===== src/rtl/prog_loader_pkg.sv =====
// Shared types and constants for the serial program loader.
// Imported by the byte receiver and the loader top.
package prog_loader_pkg;

  localparam int         DEFAULT_CLKS_PER_BIT = 174;
  localparam logic [7:0] SYNC_BYTE            = 8'hA5;

  typedef enum logic [2:0] {
    ST_IDLE,
    ST_SYNC,
    ST_LEN_H,
    ST_LEN_L,
    ST_DATA_H,
    ST_DATA_L,
    ST_CHK,
    ST_ERR
  } ld_state_e;

  typedef enum logic [1:0] {
    RX_IDLE,
    RX_START,
    RX_DATA,
    RX_STOP
  } rx_state_e;

  // True while a load owns the processor (the hold window).
  function automatic logic is_loading(ld_state_e s);
    return (s == ST_LEN_H) || (s == ST_LEN_L) || (s == ST_DATA_H) ||
           (s == ST_DATA_L) || (s == ST_CHK);
  endfunction

endpackage


===== src/rtl/uart_rx_byte.sv =====
// 8N1 byte receiver with input synchronizer and start-bit glitch rejection.
// Emits a one-cycle byte_valid or frame_err the cycle after the stop-bit sample.
module uart_rx_byte
  import prog_loader_pkg::*;
#(
  parameter int CLKS_PER_BIT = DEFAULT_CLKS_PER_BIT
) (
  input  logic       clk,
  input  logic       rst_n,
  input  logic       rx,
  output logic       byte_valid,
  output logic [7:0] byte_data,
  output logic       frame_err
);

  localparam int            CW   = $clog2(CLKS_PER_BIT + 1);
  localparam logic [CW-1:0] HALF = CW'(CLKS_PER_BIT / 2 - 1);
  localparam logic [CW-1:0] FULL = CW'(CLKS_PER_BIT - 1);

  logic          sync1_q, sync2_q, prev_q;
  rx_state_e     state_q, state_d;
  logic [CW-1:0] cnt_q, cnt_d;
  logic [2:0]    bit_q, bit_d;
  logic [7:0]    shift_q, shift_d;
  logic          valid_q, valid_d;
  logic          ferr_q, ferr_d;

  // NOTE: sequential state uses non-blocking assignments so every flop
  // samples pre-edge values regardless of statement order.
  always_ff @(posedge clk or negedge rst_n) begin
    if (!rst_n) begin
      sync1_q <= 1'b1;
      sync2_q <= 1'b1;
      prev_q  <= 1'b1;
      state_q <= RX_IDLE;
      cnt_q   <= '0;
      bit_q   <= '0;
      shift_q <= '0;
      valid_q <= 1'b0;
      ferr_q  <= 1'b0;
    end else begin
      sync1_q <= rx;
      sync2_q <= sync1_q;
      prev_q  <= sync2_q;
      state_q <= state_d;
      cnt_q   <= cnt_d;
      bit_q   <= bit_d;
      shift_q <= shift_d;
      valid_q <= valid_d;
      ferr_q  <= ferr_d;
    end
  end

  // NOTE: every signal gets a default before the case so no latch is inferred.
  always_comb begin
    state_d = state_q;
    cnt_d   = cnt_q;
    bit_d   = bit_q;
    shift_d = shift_q;
    valid_d = 1'b0;
    ferr_d  = 1'b0;
    case (state_q)
      RX_IDLE: begin
        if (prev_q && !sync2_q) begin
          state_d = RX_START;
          cnt_d   = '0;
        end
      end
      RX_START: begin
        // Line back high at mid start bit: treat the edge as a glitch.
        if (cnt_q == HALF) begin
          cnt_d   = '0;
          bit_d   = '0;
          state_d = sync2_q ? RX_IDLE : RX_DATA;
        end else begin
          cnt_d = cnt_q + CW'(1);
        end
      end
      RX_DATA: begin
        if (cnt_q == FULL) begin
          cnt_d   = '0;
          shift_d = {sync2_q, shift_q[7:1]};
          if (bit_q == 3'd7) state_d = RX_STOP;
          else               bit_d   = bit_q + 3'd1;
        end else begin
          cnt_d = cnt_q + CW'(1);
        end
      end
      RX_STOP: begin
        if (cnt_q == FULL) begin
          cnt_d   = '0;
          state_d = RX_IDLE;
          valid_d = sync2_q;
          ferr_d  = !sync2_q;
        end else begin
          cnt_d = cnt_q + CW'(1);
        end
      end
      default: state_d = RX_IDLE;
    endcase
  end

  assign byte_valid = valid_q;
  assign byte_data  = shift_q;
  assign frame_err  = ferr_q;

endmodule


===== src/rtl/prog_loader.sv =====
// Serial program loader: receives a sync/length/data/checksum frame over UART
// and writes 16-bit words into program RAM while holding the processor.
module prog_loader
  import prog_loader_pkg::*;
#(
  parameter int CLKS_PER_BIT = DEFAULT_CLKS_PER_BIT,
  parameter int DEPTH        = 256
) (
  input  logic        clk,
  input  logic        rst_n,
  input  logic        ld_en,
  input  logic        rx,
  output logic [15:0] mem_addr,
  output logic [15:0] mem_data,
  output logic        mem_wren,
  output logic        cpu_hold,
  output logic        done,
  output logic        err,
  output logic [15:0] words_loaded
);

  localparam logic [16:0] DEPTH_W = 17'(DEPTH);

  logic       rx_valid;
  logic [7:0] rx_data;
  logic       rx_ferr;

  uart_rx_byte #(.CLKS_PER_BIT(CLKS_PER_BIT)) u_rx (
    .clk       (clk),
    .rst_n     (rst_n),
    .rx        (rx),
    .byte_valid(rx_valid),
    .byte_data (rx_data),
    .frame_err (rx_ferr)
  );

  ld_state_e   state_q, state_d;
  logic [15:0] len_q, len_d;
  logic [7:0]  hi_q, hi_d;
  logic [15:0] addr_q, addr_d;
  logic [15:0] words_q, words_d;
  logic [7:0]  chk_q, chk_d;
  logic [15:0] mem_data_q, mem_data_d;
  logic        wren_q, wren_d;
  logic        done_q, done_d;
  logic        err_q, err_d;
  logic        hold_q, hold_d;
  logic [15:0] len_n;

  assign len_n = {len_q[15:8], rx_data};

  always_ff @(posedge clk or negedge rst_n) begin
    if (!rst_n) begin
      state_q    <= ST_IDLE;
      len_q      <= '0;
      hi_q       <= '0;
      addr_q     <= '0;
      words_q    <= '0;
      chk_q      <= '0;
      mem_data_q <= '0;
      wren_q     <= 1'b0;
      done_q     <= 1'b0;
      err_q      <= 1'b0;
      hold_q     <= 1'b0;
    end else begin
      state_q    <= state_d;
      len_q      <= len_d;
      hi_q       <= hi_d;
      addr_q     <= addr_d;
      words_q    <= words_d;
      chk_q      <= chk_d;
      mem_data_q <= mem_data_d;
      wren_q     <= wren_d;
      done_q     <= done_d;
      err_q      <= err_d;
      hold_q     <= hold_d;
    end
  end

  always_comb begin
    state_d    = state_q;
    len_d      = len_q;
    hi_d       = hi_q;
    addr_d     = addr_q;
    words_d    = words_q;
    chk_d      = chk_q;
    mem_data_d = mem_data_q;
    wren_d     = 1'b0;
    done_d     = 1'b0;
    err_d      = err_q;

    // The address advances only once the write it labelled has been issued.
    if (wren_q) begin
      addr_d  = addr_q + 16'd1;
      words_d = words_q + 16'd1;
    end

    case (state_q)
      ST_IDLE: if (ld_en) state_d = ST_SYNC;
      ST_SYNC: begin
        if (rx_valid && rx_data == SYNC_BYTE) begin
          state_d = ST_LEN_H;
          err_d   = 1'b0;
          words_d = '0;
          addr_d  = '0;
          chk_d   = '0;
        end
      end
      ST_LEN_H: begin
        if (rx_valid) begin
          len_d[15:8] = rx_data;
          state_d     = ST_LEN_L;
        end
      end
      ST_LEN_L: begin
        if (rx_valid) begin
          len_d = len_n;
          if ({1'b0, len_n} > DEPTH_W) state_d = ST_ERR;
          else if (len_n == 16'd0)     state_d = ST_CHK;
          else                         state_d = ST_DATA_H;
        end
      end
      ST_DATA_H: begin
        if (rx_valid) begin
          hi_d    = rx_data;
          chk_d   = chk_q ^ rx_data;
          state_d = ST_DATA_L;
        end
      end
      ST_DATA_L: begin
        if (rx_valid) begin
          wren_d     = 1'b1;
          mem_data_d = {hi_q, rx_data};
          chk_d      = chk_q ^ rx_data;
          state_d    = (addr_q + 16'd1 == len_q) ? ST_CHK : ST_DATA_H;
        end
      end
      ST_CHK: begin
        if (rx_valid) begin
          if (rx_data == chk_q) begin
            done_d  = 1'b1;
            state_d = ST_SYNC;
          end else begin
            state_d = ST_ERR;
          end
        end
      end
      ST_ERR: begin
        err_d   = 1'b1;
        state_d = ST_SYNC;
      end
      default: state_d = ST_IDLE;
    endcase

    if (is_loading(state_q) && rx_ferr) state_d = ST_ERR;

    // Dropping ld_en overrides everything, including a write about to issue.
    if (!ld_en && state_q != ST_IDLE) begin
      state_d = ST_IDLE;
      wren_d  = 1'b0;
      done_d  = 1'b0;
      if (is_loading(state_q) || state_q == ST_ERR) err_d = 1'b1;
    end

    hold_d = is_loading(state_d);
  end

  assign mem_addr     = addr_q;
  assign mem_data     = mem_data_q;
  assign mem_wren     = wren_q;
  assign cpu_hold     = hold_q;
  assign done         = done_q;
  assign err          = err_q;
  assign words_loaded = words_q;

endmodule


===== config.mk =====
export PLATFORM = sky130hd
export DESIGN_NAME = prog_loader
export DESIGN_NICKNAME = d
export VERILOG_FILES = /design/src/rtl/prog_loader_pkg.sv /design/src/rtl/uart_rx_byte.sv /design/src/rtl/prog_loader.sv
export SDC_FILE = /design/constraint.sdc
export NUM_CORES = 1
export LEC_CHECK = 0
export CORE_MARGIN = 4
export CORE_UTILIZATION = 25
export DETAILED_ROUTE_END_ITERATION = 10
export GPL_ROUTABILITY_DRIVEN = 0
export GPL_TIMING_DRIVEN = 0
export PLACE_DENSITY_LB_ADDON = 0.15
export SYNTH_ARGS = -nofsm -noshare
export SYNTH_HDL_FRONTEND = slang
export SYNTH_SLANG_ARGS = --single-unit

===== constraint.sdc =====
create_clock -name clk -period 5.94 [get_ports clk]
set_input_delay 0.594 -clock clk [delete_from_list [all_inputs] [get_ports clk]]
set_output_delay 0.594 -clock clk [all_outputs]
set_load 0.1 [all_outputs]

# Word level (Yosys, flattened, before mapping)
# Cells that the tools add are included.
dict set report word_totals {
  out_inout_bits 52
  romBits 0
  inputBits 4
  latch_bits 0
  wordCells 143
  register_bits 113
  ramBits 0
  mem_count 0
}
dict set report op_classes {
  shift 0
  mul 0
  div 0
  n_eq_ne 29
  addsub 4
  bitwise_logic 2
  mux 55
  n_reduce_logical 31
  magnitude_cmp 1
}
# operator n
set op_table {}
lappend op_table {{two-way mux 16 bit} 6}
lappend op_table {{two-way mux 8 bit} 6}
lappend op_table {{two-way mux 3 bit} 14}
lappend op_table {{adder 16 x 1 -> 16 bit (second input constant)} 2}
lappend op_table {{case mux 8 bit (2 select lines)} 2}
lappend op_table {{== test 3 bit (second input constant)} 8}
lappend op_table {{case mux 3 bit (8 select lines)} 1}
lappend op_table {{case mux 8 bit (3 select lines)} 1}
lappend op_table {{== test 16 bit} 1}
lappend op_table {{== test 8 bit (second input constant)} 2}
lappend op_table {{> comparator 16 x 9 -> 1 bit (second input constant)} 1}
lappend op_table {{logical NOT 16 bit} 1}
lappend op_table {{two-way mux 2 bit} 8}
lappend op_table {{two-way mux 1 bit} 14}
lappend op_table {{== test 3 x 2 -> 1 bit (second input constant)} 4}
lappend op_table {{inequality test 2 x 1 -> 1 bit (second input constant)} 6}
lappend op_table {{logical OR 1 bit} 9}
lappend op_table {{adder 8 x 1 -> 8 bit (second input constant)} 1}
lappend op_table {{== test 8 x 7 -> 1 bit (second input constant)} 1}
lappend op_table {{== test 8 bit} 1}
lappend op_table {{case mux 2 bit (4 select lines)} 1}
lappend op_table {{AND reduction 2 bit} 4}
lappend op_table {{bitwise XOR 8 bit} 1}
lappend op_table {{case mux 3 bit (2 select lines)} 1}
lappend op_table {{17 further kinds} 26}

# Logic depth before layout (Yosys ltp)
# Gate-level depths: netlist of the first run.
dict set report depth {
  depth_word 13
  depth_mapped 9
}

# Cells and area by module
# A second synthesis of the first run with hierarchy kept.
dict set report hier_totals {
  cells_unflattened 553
  area_unflattened_um2 5706.7
}
# module n_inst area_per_inst_um2 cells_per_inst
set modules_own_cells {}
lappend modules_own_cells {prog_loader 1 4435.5 437}
lappend modules_own_cells {uart_rx_byte 1 1271.2 116}

# Worst setup path before layout of the first run
# No wires, ideal clock.
dict set report synth_timing {
  kind {flip-flop to flip-flop}
  from {reg addr_q[0], in the netlist mem_addr[0]}
  to {reg hold_q, in the netlist cpu_hold}
  path_slack_ps 2597
  stages_incl_launch_ff 9
  t_required_ps 5797
  arrival_time_ps 3200
  period_less_slack_ps 3343
  path_cell_list {dfrtp_1 ha_1 nand3_4 or4_4 or4b_4 o211ai_2 a21oi_2 o41ai_2 a311oi_1}
}
dict set report synth_via {
  elab_chain_len 12
  elab_cells_between_ends 16
}
# item line
set synth_lines {}
lappend synth_lines {{start, declared} prog_loader.sv:40} ;# logic [15:0] addr_q, addr_d;
lappend synth_lines {{start signal, assigned} prog_loader.sv:69} ;# addr_q <= addr_d;
lappend synth_lines {{adder 16 x 1 -> 16 bit *} prog_loader.sv:135} ;# state_d = (addr_q + 16'd1 == len_q) ? ST_CHK : ST_DATA_H;
lappend synth_lines {{== test 16 bit *} prog_loader.sv:135}
lappend synth_lines {{two-way mux 2 bit *} prog_loader.sv:135}
lappend synth_lines {{two-way mux 3 bit *} prog_loader.sv:131} ;# if (rx_valid) begin
lappend synth_lines {{case mux 3 bit (8 select lines) *} prog_loader.sv:98} ;# case (state_q)
lappend synth_lines {{two-way mux 3 bit *} prog_loader.sv:155} ;# if (is_loading(state_q) && rx_ferr) state_d = ST_ERR;
lappend synth_lines {{two-way mux 3 bit *} prog_loader.sv:158} ;# if (!ld_en && state_q != ST_IDLE) begin
lappend synth_lines {{== test 3 x 2 -> 1 bit} prog_loader_pkg.sv:28} ;# return (s == ST_LEN_H) || (s == ST_LEN_L) || (s == ST_DATA_H) ||
lappend synth_lines {{logical OR 1 bit (3 in series)} prog_loader_pkg.sv:28}
lappend synth_lines {{logical OR 1 bit *} prog_loader_pkg.sv:29} ;# (s == ST_DATA_L) || (s == ST_CHK);
lappend synth_lines {{named net hold_d} prog_loader.sv:47} ;# logic hold_q, hold_d;
lappend synth_lines {{end signal, assigned} prog_loader.sv:76} ;# hold_q <= hold_d;
lappend synth_lines {{end, declared} prog_loader.sv:47}
# Mark *: on every way through the listed nets, which the timed path passes. The rest lies on a longest branch.
# A chain may end at the register's enable or synchronous reset.

# Worst setup path in the final report of the first run
# Ends and elaborated chain as after synthesis.

==> flow_summary.toml, run 1 <==
[cells_and_area]
diodes = 0
area_growth_pct = 26.4
instances_no_fill = 910
nets = 628
postLayoutCoreUtil_pct = 32.5
drive_gt1_share_pct = 15.9
fin_area_um2 = 7180

[cts]
cts_inserted_buffers = 17
clkSinkCount = 113
cts-root-buf = "clkbuf_16"
cts_setup_buffers = 0
cts_hold_buf = 0
clkTransAtPathRegs_ps = 50
cts_buffer_depth = 2
cts_tree = "done"
insertion_delay_ps = 410
cts_resized = 0
cts_htree_levels = 4

[setup_path]
crit_required_ps = 6210
cp_max_fo = 10
critPathArrivalTime_ps = 3310
reg2reg_depth = 8
start_kind = "register"
path_cells = "ha_1 -> nand3_4 -> or4_4 -> or4b_4 -> o211ai_2 -> a21oi_2 -> o41ai_2 -> a311oi_1"
r2r_slack_ps = 2890
end_kind = "register"
r2r_end = "cpu_hold"
cp_slowest_stage_delay_ps = 560
setup.worst_path.class = "register to register"
slowest_stage = "or4_4"
r2r_start = "mem_addr[0]"

[route]
drc_errors = 0
ant_nets = 0
wl_per_cell_um = 15.3
drt-initial-drc-count = 172
drt-total-wl_um = 13900
detail_route.first_pass.iterations = 7
vias = 4308
via_per_inst = 4.73

[grt]
grt_max_degree = 95
grt_pass1_wl_um = 22700
grt_pass1_vias = 4291
track_usage_pct = 11.5
grt_overflow = 0
antenna_found_initial = 0

[placed_design]
numPortBuffers = 55
hpwl_um = 9650
numPlacedInstances = 878
dpl_cell_area_um2 = 6610

[timing]
max_freq_mhz = 328
layout_min_cycle_time_ps = 3050
holdWs_ps = 21.6
relSlewSlack_pct = 25.4
rsz0062_at_grt = "false"
finalHoldViolations = 0
fin_crit_sh_pct = 51.3
skew_ps = 10.4
tightest_slew_ps = 1110
drv_slew = 0
setup_viol = 0

[synth]
syn-cell-area_um2 = 5680
avgSynthCellArea_um2 = 10.5
synth_top_area_share_pct = 48.5
yosys_warnings = 0
ys_top_cells_by_area = "dfrtp_1 (48%), mux2_2 (9.7%), xnor2_1 (4.5%), nor2_1 (4.0%), xor2_1 (4.0%)"
async_flop_share_pct = 100
synthTopCellsByCount = "dfrtp_1 (110), nor2_1 (61), mux2_2 (49), o21ai_0 (37), xnor2_1 (29)"
ys_ff_latch = 113
synth.distinct_cells = 55
synth_nets = 553
synth_edf_count = 0
yosys.area.top_type = "dfrtp_1"
post-synth-top-count-cell = "dfrtp_1"
synthFlopType = "dfrtp_1"
seq_area_frac_synth_pct = 49.9
postSynthCellCount = 542

[die]
core_area_um2 = 22100
die_w_um = 159
num_io_pins = 56
rows = 54
die_h_um = 159
initial_core_util_pct = 25.7
die_area_um2 = 25200

[power]
power_density_nw_per_um2 = 267
leakage_nw = 3.14
power_frac_seq_pct = 43.5
p_sw_mw = 0.430
p_sw_share_pct = 22.5
power.share.clock_pct = 51.5
peakVddDrop_mv = 0.170
p_total_mw = 1.91
internal-power_mw = 1.48
comb_power_share_pct = 5.0

[worst_hold_path]
hold_class = "input pin to asynchronous set/reset pin"

[flow_run]
drv_cap = 0

[status]
status = "finished clean"
## metal layers
| layer | vias up | share of wire (%) | GRT usage, % | wire length [µm] |
|---|---|---|---|---|
| li1 | 2053 | - | - | - |
| met1 | 2176 | 45 | 14.5 | 6330 |
| met2 | 67 | 49 | 19.2 | 6880 |
| met3 | 12 | 3.7 | 2.96 | 518 |
| met4 | 0 | 1.4 | 4.22 | 193 |
| met5 | - | 0 | 0 | 0 |
## cells by family after synthesis
group           count (synthesis)  synth area share [%]
fa+ha+maj                       7                  1.54
compound gates                 74                  8.16
simple gates                  199                  18.7
xor+xnor                       55                  8.49
mux                            52                  10.2
buf+inv                        42                  2.95
flops                         113                  49.9
## critical path: cells and delay by family, from the launching register on
family	cells	cell delay, ps
AO/OA/AOI/OAI	4	770
adder cells (fa/ha/maj)	1	370
flip-flops	1	520
AND/OR/NAND/NOR	3	1240
## power by group through the flow
stage | clock network (mW) | registers, mW | logic, mW
5_1_grt | 1.04 | 0.839 | 0.110
6_report | 0.985 | 0.833 | 0.0950
3_3_place_gp | 0 | 0.845 | 0.0923
2_1_floorplan | 0 | 0.842 | 0.0579
4_1_cts | 1.01 | 0.833 | 0.0968
3_5_place_dp | 0 | 0.846 | 0.0960
## sequential cells by signal, indices dropped and copies added, names as in the netlist, 3 cells and up, named ones only
signal	count
chk_q	8
u_rx.cnt_q	8
state_q	3
hi_q	8
mem_addr	16
len_q	16
u_rx.bit_q	3
u_rx.byte_data	8
mem_data	16
words_loaded	16
## how the worst max path moves through the flow
stage	to	startpoint	cells past startpoint	slack (ps)
after floorplan	cpu_hold	mem_addr[0]	8	2600
after global placement	u_rx.cnt_q[2]	rst_n	1	-240
after detailed placement	cpu_hold	mem_addr[0]	8	2850
after CTS	cpu_hold	mem_addr[0]	8	2820
after global routing	cpu_hold	mem_addr[0]	8	2600
final	cpu_hold	mem_addr[0]	8	2890
## metrics by stage
step | setup WS [ps] | TNS, ps
after global routing | 2600 | 0
final | 2890 | 0
after detailed placement | 2850 | 0
after CTS | 2820 | 0
after floorplan | 2600 | 0
after global placement | -238 | -24690
## cell type report
class / count / area (µm²)
fillers: 2261 / 14900
well taps: 280 / 350
clock inverters: 6 / 80.1
inverters: 12 / 45.0
clock buffers: 26 / 489
multi-input cells: 387 / 2680
plain buffers: 30 / 123
flip-flops and latches: 113 / 2830
repair buffers: 56 / 579
## placed cells by master (no fill, tap or decap), types with 4 or more instances in the layout
cell type,n
nor4_1,12
clkbuf_16,17
clkinv_2,4
o21ai_0,37
nand3b_1,4
nand2_1,28
nand2b_1,14
xor2_1,26
nand4_1,17
dfrtp_1,110
or4_1,4
clkdlybuf4s50_1,54
and3_1,7
nor3_1,9
nand3_1,16
clkbuf_1,28
buf_2,7
nor2b_1,6
xnor2_1,29
nor2_1,61
and4_1,4
inv_1,12
a21oi_1,11
mux2_2,49
ha_1,7
or3_1,4
Power figures use the tool's default switching activity.
==> run 2, diff against run 1 <==
- clock period: 5.94 -> 2.84 ns (I/O delays scaled with it)
==> flow_summary.toml, run 2 (synthesized netlist as in run 1, its figures left out) <==
[flow_run]
drv_cap = 0

[timing]
skew_ps = 11.1
layout_min_cycle_time_ps = 2750
holdWs_ps = 280
drv_slew = 0
fin_setup_tns_ps = 0
finalHoldViolations = 0
relSlewSlack_pct = 27.1
max_freq_mhz = 364
fin_crit_sh_pct = 96.8
setup_viol = 0
tightest_slew_ps = 1090

[route]
wl_per_cell_um = 15.5
via_per_inst = 4.69
ant_nets = 0
drc_errors = 0
detail_route.first_pass.iterations = 4
drt-total-wl_um = 14100
vias = 4277
drt-initial-drc-count = 179

[setup_path]
setup.worst_path.class = "register to register"
critPathArrivalTime_ps = 3010
end_kind = "register"
start_kind = "register"
cp_max_fo = 6
crit_required_ps = 3100

[cts]
cts_buffer_depth = 2
cts_inserted_buffers = 17
clkTransAtPathRegs_ps = 60
clkSinkCount = 113
cts-root-buf = "clkbuf_16"
cts_htree_levels = 4
cts_tree = "done"
insertion_delay_ps = 420

[cells_and_area]
final_common_cell = "dfrtp_1"
area_growth_pct = 29.3
nets = 629
diodes = 0
postLayoutCoreUtil_pct = 33.2
final_cell_mix = "dfrtp_1 (98), nor2_1 (61), clkdlybuf4s50_1 (54)"
drive_gt1_share_pct = 19.8
fin_area_um2 = 7340

[power]
p_sw_share_pct = 22.0
power_frac_seq_pct = 41.3
p_sw_mw = 0.925
comb_power_share_pct = 4.8
peakVddDrop_mv = 0.347
p_total_mw = 4.21
power_density_nw_per_um2 = 574
power.share.clock_pct = 53.8
leakage_nw = 3.15
internal-power_mw = 3.29

[grt]
track_usage_pct = 11.8
grt_pass1_wl_um = 23100
antenna_found_initial = 0
use_met1_pct = 14.7
grt_pass1_vias = 4413
use_met3_pct = 3.32
grt_use_met2_pct = 18.9
grt_overflow = 0
gr-max-usage-layer = "met2"
grt_max_degree = 90

[die]
rows = 54
initial_core_util_pct = 25.7
num_io_pins = 56
die_h_um = 159
die_w_um = 159
core_area_um2 = 22100
die_area_um2 = 25200

[worst_hold_path]
hold_class = "input pin to register"

[placed_design]
numPortBuffers = 55
hpwl_um = 9670
dpl_cell_area_um2 = 6640

[status]
status = "finished clean"
run 2: changes by cell type in the layout (fill, tap and decap cells not counted), sizes merged:
cell         previous run  this run
clkbuf                 49        44
clkinv                  4         2
clkinvlp                0         3
dlygate4sd3             0         1
buf                     9        11
bufinv                  2         4
run 2: worst max-delay path, stage by stage, from the launching register on:
cell,delay [ps]
dfrtp_4,400
clkbuf_2,200
nand4_2,160
or4_4,590
or4b_4,500
o211ai_2,80
a21oi_2,90
o41ai_4,410
a311oi_1,160
run 2: timing repair:
item / CTS / global route
hold endpoints to repair: 24 / 0
buffers inserted: 0 / 4
gates cloned: 0 / 0
pin swaps: 1 / 1
setup endpoints to repair: 2 / 2
hold buffers: 1 / 0
resized for setup: 1 / 10
run 2: layout make-up:
type	instances	area, µm²
buffer	26	108
clock buffer	23	478
clock inverter	9	156
fill	2201	14800
inverter	12	45.0
multi-input combinational	387	2720
sequential	113	2860
tap	280	350
timing repair buffer	61	619
run 2: final timing paths:
path	startpoint	end	cells past startpoint	slack (ps)
worst max register to register	mem_addr[10]	cpu_hold	8	90
worst min-delay path	rx	u_rx.sync1_q	1	280
worst min register to register	u_rx.sync1_q	u_rx.sync2_q	0	360
worst max-delay path	mem_addr[10]	cpu_hold	8	90
max in group asynchronous	rst_n	u_rx.prev_q	3	1800
min in group asynchronous	rst_n	words_loaded[6]	2	300
run 2: stage by stage:
| stage | instances | worst slack [ps] |
|---|---|---|
| after global placement | 877 | -3820 |
| after global routing | 911 | -10.3 |
| after detailed placement | 878 | -63.1 |
| after CTS | 910 | 19.0 |
| final | 911 | 90.6 |
| after floorplan | 542 | 1.11 |
run 2: power by group through the flow:
stage	Combinational (mW)	Clock, mW	Sequential, mW
finish	0.204	2.27	1.74
global route	0.240	2.40	1.76
CTS	0.206	2.33	1.74
detailed placement	0.204	0	1.77
global placement	0.192	0	1.77
floorplan	0.121	0	1.76
run 2: layer usage:
layer,share of wire [%],wire length (µm)
met1,46,6500
met2,48,6730
met3,4.3,604
met4,1.9,267
met5,0,0
==> run 3, diff against run 2 <==
- CTS_CLUSTER_DIAMETER: not set -> 200
- PLACE_DENSITY: not set -> 0.49
- PLACE_DENSITY_LB_ADDON: 0.15 -> not set
- SKIP_LAST_GASP: not set -> 1
==> flow_summary.toml, run 3 (synthesized netlist as in run 1, its figures left out) <==
[cells_and_area]
drive_gt1_share_pct = 19.5
fin_area_um2 = 7350
diodes = 0
postLayoutCoreUtil_pct = 33.3
multiInputGateArea_um2 = 2700
area_growth_pct = 29.4
fillers = 2236
seqCellArea_um2 = 2860
final_common_cell = "dfrtp_1"
nets = 629
final_cell_mix = "dfrtp_1 (98), nor2_1 (61), clkdlybuf4s50_1 (54)"

[setup_path]
crit_required_ps = 3110
cp_max_fo = 10
start_kind = "register"
reg2reg_depth = 8
r2r_slack_ps = 170
r2r_start = "mem_addr[0]"
r2r_end = "cpu_hold"
setup.worst_path.class = "register to register"
end_kind = "register"
critPathArrivalTime_ps = 2940

[cts]
clkTransAtPathRegs_ps = 50
cts_buffer_depth = 2
cts_inserted_buffers = 17
clkSinkCount = 113
cts_tree = "done"
cts-root-buf = "clkbuf_16"
cts_htree_levels = 4
insertion_delay_ps = 410

[grt]
grt_max_degree = 84
grt_pass1_wl_um = 22800
track_usage_pct = 11.5
grt_overflow = 0
antenna_found_initial = 0
grt_pass1_vias = 4350

[route]
vias = 4340
wl_per_cell_um = 15.0
drt-initial-drc-count = 174
via_per_inst = 4.76
detail_route.first_pass.iterations = 5
drc_errors = 0
ant_nets = 0
drt-total-wl_um = 13600

[die]
rows = 54
num_io_pins = 56
core_area_um2 = 22100
die_w_um = 159
initial_core_util_pct = 25.7
die_area_um2 = 25200
die_h_um = 159

[power]
peakVddDrop_mv = 0.390
power_density_nw_per_um2 = 596
leakage_nw = 3.15

[timing]
rsz0062_at_grt = "false"
finalHoldViolations = 0
drv_slew = 0
skew_ps = 6.92
layout_min_cycle_time_ps = 2670
max_freq_mhz = 374
relSlewSlack_pct = 29.9
tightest_slew_ps = 1040
setup_viol = 0
fin_crit_sh_pct = 94.1

[worst_hold_path]
hold_class = "input pin to register"
min_path_cells = 1
min_to = "u_rx.sync1_q"
hp-start = "rx"

[placed_design]
numPortBuffers = 55
dpl_cell_area_um2 = 6640
hpwl_um = 9350

[status]
status = "finished clean"

[flow_run]
drv_cap = 0
-- run 3: changes by cell type in the layout (fill, tap and decap cells not counted), moves of 2 or more --
cell,delta
clkbuf_2,-2
clkbuf_8,-2
bufinv_16,+2
clkinvlp_4,+2
nor4_2,-2
buf_2,+2
buf_4,-3
nor4_1,+2
-- run 3: repair_timing --
action / in CTS / in global routing
pin swaps: 1 / 1
hold buffers: 1 / 0
buffers inserted: 0 / 1
cloned: 0 / 0
resized for setup: 0 / 4
hold endpoints to repair: 30 / 0
endpoints found under the setup margin: 1 / 11
-- run 3: worst max-delay path by stage --
stage / start / to / depth (start not counted)
4_1_cts: mem_addr[0] / cpu_hold / 8
6_report: mem_addr[0] / cpu_hold / 8
5_1_grt: mem_addr[2] / cpu_hold / 8
3_3_place_gp: rst_n / mem_addr[1] / 1
3_5_place_dp: mem_addr[0] / cpu_hold / 8
2_1_floorplan: mem_addr[3] / cpu_hold / 8
-- run 3: through the flow --
stage,instances,setup TNS (ps),power [mW],hold slack [ps],setup slack (ps)
after global placement,877,-337790,1.96,350,-3760
after global routing,911,0,4.57,272,20.3
final,911,0,4.38,283,169
after CTS,911,0,4.44,268,80.8
after floorplan,542,0,1.88,-11.6,1.11
after detailed placement,878,-30.8,1.98,188,-30.8
-- run 3: metal layers --
layer,global-route usage [%],share of wire (%),vias up
met1,15.5,47,2153
met4,3.98,1.8,0
met2,17.7,46,109
met5,0,0,-
met3,3.07,4.7,19
li1,-,-,2059
-- run 3: layout make-up --
cell class | instances | share of cell area (%)
Clock buffer | 18 | 5.98
Timing Repair Buffer | 58 | 8.12
Clock inverter | 14 | 3.22
Tap cell | 280 | 4.77
Sequential cell | 113 | 38.9
Multi-Input combinational cell | 387 | 36.8
Buffer | 29 | 1.62
Inverter | 12 | 0.613
-- run 3: power by group --
group	leakage (nW)	total [mW]	internal (mW)	switching (mW)
logic	1.32	0.203	0.0789	0.124
registers	1.52	1.74	1.67	0.0726
clock network	0.314	2.43	1.66	0.767
total	3.15	4.38	3.41	0.963
-- run 3: worst max-delay path: stages (launching register included) --
cell      delay (ps)
dfrtp_4          470
ha_2             270
nand3_4          150
or4_4            540
or4b_4           500
o211ai_2          80
a21oi_2           90
o41ai_4          270
a311oi_1         150
